## src/rtl/pipeline_pkg.sv

```systemverilog
// Shared types for the EX-stage forwarding control: mux select encoding
// and the per-stage destination-register record.
package pipeline_pkg;

  localparam int unsigned RA_W = 5;

  typedef enum logic [1:0] {
    FWD_RF  = 2'b00,
    FWD_WB  = 2'b01,
    FWD_MEM = 2'b10
  } fwd_sel_t;

  typedef struct packed {
    logic            valid;
    logic [RA_W-1:0] rd;
    logic            reg_write;
    logic            mem_read;
  } stage_info_t;

  localparam logic [RA_W-1:0] REG_ZERO     = '0;
  localparam stage_info_t     STAGE_BUBBLE = '0;

endpackage

```

## src/rtl/fwd_compare.sv

```systemverilog
// Per-operand forwarding priority comparator: the MEM result beats the WB
// result, and register zero is never forwarded.
module fwd_compare
  import pipeline_pkg::*;
(
  input  logic            en,
  input  logic [RA_W-1:0] rs,
  input  logic            mem_en,
  input  logic [RA_W-1:0] mem_rd,
  input  logic            wb_en,
  input  logic [RA_W-1:0] wb_rd,
  output fwd_sel_t        sel
);

  always_comb begin
    sel = FWD_RF;
    if (en) begin
      if (mem_en && (mem_rd != REG_ZERO) && (mem_rd == rs)) begin
        sel = FWD_MEM;
      end else if (wb_en && (wb_rd != REG_ZERO) && (wb_rd == rs)) begin
        sel = FWD_WB;
      end
    end
  end

endmodule

```

## src/rtl/forward_select_ctrl.sv

```systemverilog
// EX-stage operand forwarding selects and load-use stall generation.
// Define FORWARD_SELECT_WB_FWD_EN to enable forwarding from the WB stage.
module forward_select_ctrl
  import pipeline_pkg::*;
#(
  parameter int unsigned REG_ADDR_W = 5,
  parameter int unsigned CNT_W      = 32
) (
  input  logic                  clk,
  input  logic                  reset,
  input  logic                  id_valid,
  input  logic [REG_ADDR_W-1:0] id_rs1,
  input  logic [REG_ADDR_W-1:0] id_rs2,
  input  logic [REG_ADDR_W-1:0] id_rd,
  input  logic                  id_reg_write,
  input  logic                  id_mem_read,
  input  logic                  flush,
  output logic [1:0]            fwd_a_sel,
  output logic [1:0]            fwd_b_sel,
  output logic                  stall,
  output logic [CNT_W-1:0]      stall_count
);

  stage_info_t     ex_q, mem_q, wb_q;
  logic [RA_W-1:0] ex_rs1_q, ex_rs2_q;
  logic [RA_W-1:0] rs1, rs2;
  logic            mem_en, wb_en;
  fwd_sel_t        sel_a, sel_b;
  logic            unused_bits;

  assign rs1 = RA_W'(id_rs1);
  assign rs2 = RA_W'(id_rs2);

  // A load sitting in EX cannot supply its data to the instruction in ID yet.
  assign stall = id_valid && !flush && ex_q.valid && ex_q.mem_read &&
                 (ex_q.rd != REG_ZERO) && ((ex_q.rd == rs1) || (ex_q.rd == rs2));

  assign mem_en = mem_q.valid && mem_q.reg_write;
`ifdef FORWARD_SELECT_WB_FWD_EN
  assign wb_en  = wb_q.valid && wb_q.reg_write;
`else
  assign wb_en  = 1'b0;
`endif

  // Fields kept for pipeline tracking but not consumed by any decision.
  assign unused_bits = ^{ex_q.reg_write, mem_q.mem_read, wb_q};

  // Pipeline advance: flush and stall both inject a bubble into EX.
  always_ff @(posedge clk or posedge reset) begin
    if (reset) begin
      ex_q        <= STAGE_BUBBLE;
      mem_q       <= STAGE_BUBBLE;
      wb_q        <= STAGE_BUBBLE;
      ex_rs1_q    <= REG_ZERO;
      ex_rs2_q    <= REG_ZERO;
      stall_count <= '0;
    end else begin
      mem_q <= ex_q;
      wb_q  <= mem_q;
      if (flush || stall) begin
        ex_q     <= STAGE_BUBBLE;
        ex_rs1_q <= REG_ZERO;
        ex_rs2_q <= REG_ZERO;
      end else begin
        ex_q.valid     <= id_valid;
        ex_q.rd        <= RA_W'(id_rd);
        ex_q.reg_write <= id_reg_write;
        ex_q.mem_read  <= id_mem_read;
        ex_rs1_q       <= rs1;
        ex_rs2_q       <= rs2;
      end
      if (!flush && stall && (stall_count != {CNT_W{1'b1}})) begin
        stall_count <= stall_count + CNT_W'(1);
      end
    end
  end

  fwd_compare u_cmp_a (
    .en     (ex_q.valid),
    .rs     (ex_rs1_q),
    .mem_en (mem_en),
    .mem_rd (mem_q.rd),
    .wb_en  (wb_en),
    .wb_rd  (wb_q.rd),
    .sel    (sel_a)
  );

  fwd_compare u_cmp_b (
    .en     (ex_q.valid),
    .rs     (ex_rs2_q),
    .mem_en (mem_en),
    .mem_rd (mem_q.rd),
    .wb_en  (wb_en),
    .wb_rd  (wb_q.rd),
    .sel    (sel_b)
  );

  assign fwd_a_sel = sel_a;
  assign fwd_b_sel = sel_b;

endmodule

```

## config.mk

```make
export PLATFORM = sky130hd
export DESIGN_NAME = forward_select_ctrl
export DESIGN_NICKNAME = d
export VERILOG_FILES = /design/src/rtl/pipeline_pkg.sv /design/src/rtl/fwd_compare.sv /design/src/rtl/forward_select_ctrl.sv
export SDC_FILE = /design/constraint.sdc
export NUM_CORES = 1
export LEC_CHECK = 0
export ABC_AREA = 0
export CORE_UTILIZATION = 37
export DETAILED_ROUTE_END_ITERATION = 12
export PLACE_DENSITY_LB_ADDON = 0.05
export SLEW_MARGIN = 40
export SYNTH_ARGS = -nofsm -noshare
export SYNTH_HDL_FRONTEND = slang
export SYNTH_SLANG_ARGS = --single-unit
```

## constraint.sdc

```tcl
create_clock -name clk -period 2.9 [get_ports clk]
set_input_delay 0.435 -clock clk [delete_from_list [all_inputs] [get_ports clk]]
set_output_delay 0.435 -clock clk [all_outputs]
set_load 0.1 [all_outputs]
```

# Word-level counts from Yosys, hierarchy flattened
# Index checks and enable logic that the tools add are counted.
# Widths: inputs -> output; s select.
[op_classes]
addsub = 1
n_eq_ne = 5
muxes = 7
n_reduce_logical = 16
[ops]
columns = ["op", "count"]
rows = [
  ["$add 32x1->32 const B", 1],
  ["$ne 32x32->1 const B", 1],
  ["$eq 5x5->1", 4],
  ["$logic_and 1x1->1", 11],
  ["$mux 5", 2],
  ["$reduce_bool 5->1", 2],
  ["$mux 2", 4],
  ["$mux 8", 1],
  ["$logic_or 1x1->1", 2],
  ["$logic_not 1->1", 1],
]
[word_totals]
reg_bits = 57
input_bits = 21
output_inout_bits = 37
wordCells = 39

# Longest topological paths before layout
[depth]
word_depth = 8
ltp_mapped = 8
mapped_depth_nobuf = 7

# Modules after synthesis
# From an unflattened synthesis, not the netlist that was laid out.
[hier_totals]
hier_cells = 265
area_unflattened_um2 = 2909.0
[modules_own_cells]
columns = ["mod", "instances", "cells_each", "area_per_inst_um2", "seq_area_each_um2"]
rows = [
  ["forward_select_ctrl", 1, 223, 2606.2, 1551.5],
  ["fwd_compare", 2, 21, 151.4, 0.0],
]

# Worst setup path after synthesis
# Ideal clock, no wire load.
[synth_path]
path_kind = "reg2out"
start = "reg mem_q[5] in the netlist's numbering"
end = "out fwd_a_sel[1]"
arrival_time_ps = 3539
required_time_ps = 2465
slack_ps = -1074
stages_incl_launch_ff = 4
n_path_buf = 0
cell_sequence = "dfrtp_1 -> or4_1 -> o2111ai_1 -> nor4_1"
[synth_via]
elab_chain_len = 5
elab_cells_between_ends = 6
cone_classes = "eq/ne: 1; mux: 2; reduce/logical: 3"
[synth_rtl]
columns = ["item", "line", "rtl"]
rows = [
  ["start, declared", "forward_select_ctrl.sv:24", "stage_info_t ex_q, mem_q, wb_q;"],
  ["start signal, assigned", "forward_select_ctrl.sv:58", "mem_q <= ex_q;"],
  ["$reduce_bool 5->1", "fwd_compare.sv:18", "if (mem_en && (mem_rd != REG_ZERO) && (mem_rd == rs)) begin"],
  ["$logic_and 1x1->1", "fwd_compare.sv:18", ""],
  ["$logic_and 1x1->1 *", "fwd_compare.sv:18", ""],
  ["$mux 2 *", "fwd_compare.sv:18", ""],
  ["$mux 2 *", "fwd_compare.sv:17", "if (en) begin"],
  ["end, declared", "forward_select_ctrl.sv:18", "output logic [1:0] fwd_a_sel,"],
]
# Mark *: on every way between the ends. The rest lies on a longest branch, timed or not.

# Worst setup path in the final report
[layout_path]
start = "reg ex_q[3] in the netlist's numbering"
end = "out stall"
[layout_via]
elab_chain_len = 3
elab_cells_between_ends = 6
cone_classes = "eq/ne: 2; reduce/logical: 4"
[layout_rtl]
columns = ["item", "line", "rtl"]
rows = [
  ["start, declared", "forward_select_ctrl.sv:24", ""],
  ["$eq 5x5->1 or $reduce_bool 5->1 (tied branches)", "forward_select_ctrl.sv:36", "(ex_q.rd != REG_ZERO) && ((ex_q.rd == rs1) || (ex_q.rd == rs2));"],
  ["$logic_or 1x1->1 or $logic_and 1x1->1 (tied branches)", "forward_select_ctrl.sv:36, forward_select_ctrl.sv:35", ""],
  ["$logic_and 1x1->1 *", "forward_select_ctrl.sv:36", ""],
  ["end, declared", "forward_select_ctrl.sv:20", "output logic stall,"],
]
# Marked as above.

==> run summary <==
CRITICAL PATH
------------------------------------------------------------------------------
Register-to-register setup slack ................................      0.71 ns
Cell-by-cell listing of the critical path ....................... or4_4, o2111ai_4, nor2_4, buf_12
Worst R2R End ................................................... stall_count[1]$_DFFE_PP0P_
Setup Crit Path Kind ............................................   reg -> out
Critical path required time .....................................      2.47 ns
Critical path fanouts, max ......................................           10
Worst EP arrival ................................................      1.95 ns
Worst Path Buf+Inv ..............................................            1
Total number of cells along the worst setup path ................            4
Endpoint of the worst setup timing path .........................        stall
Launching element of the worst setup path ....................... ex_q[3]$_DFF_PP0_
Family with the most delay on the worst path .................... simple AND/OR/NAND/NOR gates
Critical R2R Launch ............................................. stall_count[0]$_DFFE_PP0P_
Worst-case reg-to-reg path depth ................................            7
Startpoint kind of the worst setup timing path ..................    flip-flop
Delay of the slowest critical-path stage ........................      0.58 ns
Critical path's slowest cell .................................... sky130_fd_sc_hd__or4_4
Setup crit end kind .............................................  output port

ROUTE
------------------------------------------------------------------------------
Antenna Violating Nets Remaining ................................            0
Iteration-0 DRC Markers .........................................           74
Via count .......................................................         1820
Via density per instance ........................................         4.74
Detailed-router iteration count before antenna repair ...........            4
Total Wirelength ................................................      5510 um
Wire per inst ...................................................      14.3 um
DRC violation count after routing ...............................            0

PLACED DESIGN
------------------------------------------------------------------------------
Worst Setup Slack post-DPL ......................................     0.444 ns
# port buffers ..................................................           55
RD Place Congestion .............................................        0.732
Placed wire-length estimate after detailed placement ............      3880 um

POWER
------------------------------------------------------------------------------
Leakage power ...................................................      1.58 nW
Total power per unit cell area ..................................  512 nW/um^2
Worst supply voltage drop on vdd ................................       250 uV
Total power draw ................................................      1.79 mW

CLOCK TREE
------------------------------------------------------------------------------
Post-CTS setup buffer count .....................................            0
CTS sink count ..................................................           57
Hold Buf Count CTS ..............................................            0
Master cell of the clock root buffer ............................ sky130_fd_sc_hd__clkbuf_8
Cts bufs inserted ...............................................            9
Longest Clk Path Bufs ...........................................            2
Quantity of gates resized following cts .........................            0
Number of H-tree levels .........................................            3
Worst-skew pair later-pin latency ...............................      0.33 ns
Clk slew on worst S/H paths .....................................      0.07 ns
CTS tree ........................................................         done

CELLS AND AREA
------------------------------------------------------------------------------
Combined area of the multi-input logic cells ....................   1190 sq um
Reg area ........................................................   1430 sq um
Net count reported at finish ....................................          305
Number of diodes added for antenna fixing .......................            0
Share of cells above drive strength 1 ...........................        0.267
Layout overhead on the synthesized area .........................        30.9%
Fillers .........................................................          634

GLOBAL ROUTE
------------------------------------------------------------------------------
Leftover overflow at the end of global routing ..................            0
Maximum number of pins on one net before global-route repair ....           58
Wire length of the first global-routing pass ....................      9330 um
Antenna violations before repair ................................            0
Number of global-route vias before repair .......................         1798
Total global-route track usage ..................................        0.164

LOGIC SYNTHESIS
------------------------------------------------------------------------------
Post-synthesis cell count .......................................          217
Unique cell type count in the Yosys netlist .....................           36
Share of synthesized area occupied by flip-flops and latches ....        0.533
Yosys warning total .............................................            0
Register bit total from synthesis ...............................           57
Cell area after technology mapping ..............................   2670 sq um
Mapped Avg Cell Area ............................................   12.3 sq um

STA
------------------------------------------------------------------------------
Final worst slack ...............................................     0.511 ns
Setup repair after global routing missed its margin .............        false
Final number of setup-violating endpoints .......................            0
Count of endpoints failing hold in the final timing report ......            0
Setup skew after layout .........................................   0.00570 ns
Number of pins with negative max-slew slack in the final report .            0
Fmax ............................................................    0.419 GHz
Min Clock Period, post-route ....................................      2.39 ns
Share of the clock period used by the worst path ................        0.824

FLOORPLAN
------------------------------------------------------------------------------
FP Rows .........................................................           30
Area inside the core boundary ...................................   6870 sq um
Area of the die .................................................   7570 sq um
Width of the die ................................................      87.0 um
Top-Level Pins ..................................................           58
Vertical die dimension ..........................................      87.0 um
Effective utilization at floorplan ..............................        0.389

RUN STATUS
------------------------------------------------------------------------------
Run status ...................................................... finished, final reports clean

WORST HOLD PATH
------------------------------------------------------------------------------
Min-Delay Path Class ............................................   reg -> reg

RUN
------------------------------------------------------------------------------
Maximum capacitance violations ..................................            0

per-stage QoR:
step | utilization | instance area (sq um) | cells | hold slack (ns) | TNS (ns)
finish | 0.509 | 3500 | 384 | 0.352 | 0
global route | 0.509 | 3500 | 384 | 0.359 | 0
CTS | 0.509 | 3500 | 384 | 0.355 | 0
detailed placement | 0.476 | 3270 | 368 | 0.336 | 0
global placement | 0.476 | 3270 | 368 | 0.337 | 0
floorplan | - | 2680 | 218 | 0.331 | -2.15
sequential cells by signal, indices dropped and copies added (netlist names):
register	count
stall_count	32
ex_rs1_q	5
ex_q	8
mem_q	7
ex_rs2_q	5
cell families after synthesis:
group	share of synthesized area
AO/OA/AOI/OAI	0.0295
XOR/XNOR	0.170
adder cells (fa/ha/maj)	0.00468
buffers and inverters	0.0211
flip-flops	0.533
multiplexers	0.00421
other	0.00140
AND/OR/NAND/NOR	0.236
synthesized netlist by cell type (all sizes together):
master	count	area, sq um
nand3b	1	7.51
or4	2	18.8
inv	5	18.8
nor2b	3	18.8
buf	4	37.5
and2	20	128
o2111ai	2	35.0
nor2	6	37.5
mux2	1	11.3
nor3	4	35.0
nor4	3	33.8
nor3b	1	12.5
xnor2	36	323
dfrtp	57	1430
and4	4	35.0
conb	1	3.75
a311oi	1	26.3
ha	1	12.5
a22oi	1	12.5
nand3	13	90.1
a21oi	1	5.00
xor2	15	131
nand4	17	106
and3	9	71.3
nand2b	1	6.26
nand2	8	30.0
report_power, final:
group	total, mW	switching [mW]	internal, mW
sequential	0.830	0.0162	0.814
clock	0.841	0.314	0.527
combinational	0.122	0.0667	0.0550
total	1.79	0.397	1.40
layout make-up:
type / instances / area share
Tap cell: 96 / 0.0343
Clock buffer: 11 / 0.0433
Inverter: 5 / 0.00536
Timing Repair Buffer: 58 / 0.146
Multi-Input combinational cell: 152 / 0.341
Clock inverter: 5 / 0.0222
Sequential cell: 57 / 0.408
worst min-delay path by stage:
stage,from,endpoint,cells past startpoint,slack [ns]
3_5_place_dp,ex_q[1]$_DFF_PP0_,mem_q[1]$_DFF_PP0_,0,0.34
5_1_grt,ex_q[1]$_DFF_PP0_,mem_q[1]$_DFF_PP0_,0,0.36
3_3_place_gp,ex_q[1]$_DFF_PP0_,mem_q[1]$_DFF_PP0_,0,0.34
4_1_cts,ex_q[1]$_DFF_PP0_,mem_q[1]$_DFF_PP0_,0,0.36
2_1_floorplan,ex_q[1]$_DFF_PP0_,mem_q[1]$_DFF_PP0_,0,0.33
6_report,ex_q[1]$_DFF_PP0_,mem_q[1]$_DFF_PP0_,0,0.35
layout by cell type, fill, tap and decap left out, types with 2 or more instances in the layout:
master,n
sky130_fd_sc_hd__dfrtp_1,57
sky130_fd_sc_hd__buf_4,36
sky130_fd_sc_hd__xnor2_1,35
sky130_fd_sc_hd__clkdlybuf4s50_1,20
sky130_fd_sc_hd__and2_1,19
sky130_fd_sc_hd__nand4_1,17
sky130_fd_sc_hd__xor2_1,15
sky130_fd_sc_hd__clkbuf_8,11
sky130_fd_sc_hd__nand2_1,8
sky130_fd_sc_hd__nand3_1,8
sky130_fd_sc_hd__and3_1,6
sky130_fd_sc_hd__nand3_2,5
sky130_fd_sc_hd__and4_1,4
sky130_fd_sc_hd__nor2_1,4
sky130_fd_sc_hd__inv_1,4
sky130_fd_sc_hd__and3_4,3
sky130_fd_sc_hd__nor2b_1,3
sky130_fd_sc_hd__nor3_2,3
sky130_fd_sc_hd__nor2_4,2
sky130_fd_sc_hd__nor4_1,2
sky130_fd_sc_hd__conb_1,2
sky130_fd_sc_hd__bufinv_16,2
sky130_fd_sc_hd__clkinv_2,2
sky130_fd_sc_hd__buf_12,2
metal layers:
metal | wire length, um | track usage
met1 | 2670 | 0.236
met2 | 2520 | 0.234
met3 | 274 | 0.0379
met4 | 41 | 0.0727
met5 | 0 | 0
worst register-to-register path: stages (launching register included):
cell and delay (ns):
sky130_fd_sc_hd__dfrtp_1 0.44, sky130_fd_sc_hd__ha_1 0.24, sky130_fd_sc_hd__and3_4 0.20, sky130_fd_sc_hd__and3_4 0.20, sky130_fd_sc_hd__and2_4 0.17, sky130_fd_sc_hd__a311oi_4 0.19, sky130_fd_sc_hd__buf_4 0.29, sky130_fd_sc_hd__mux2_2 0.36
Note: power is estimated with default switching activity, not from simulation.
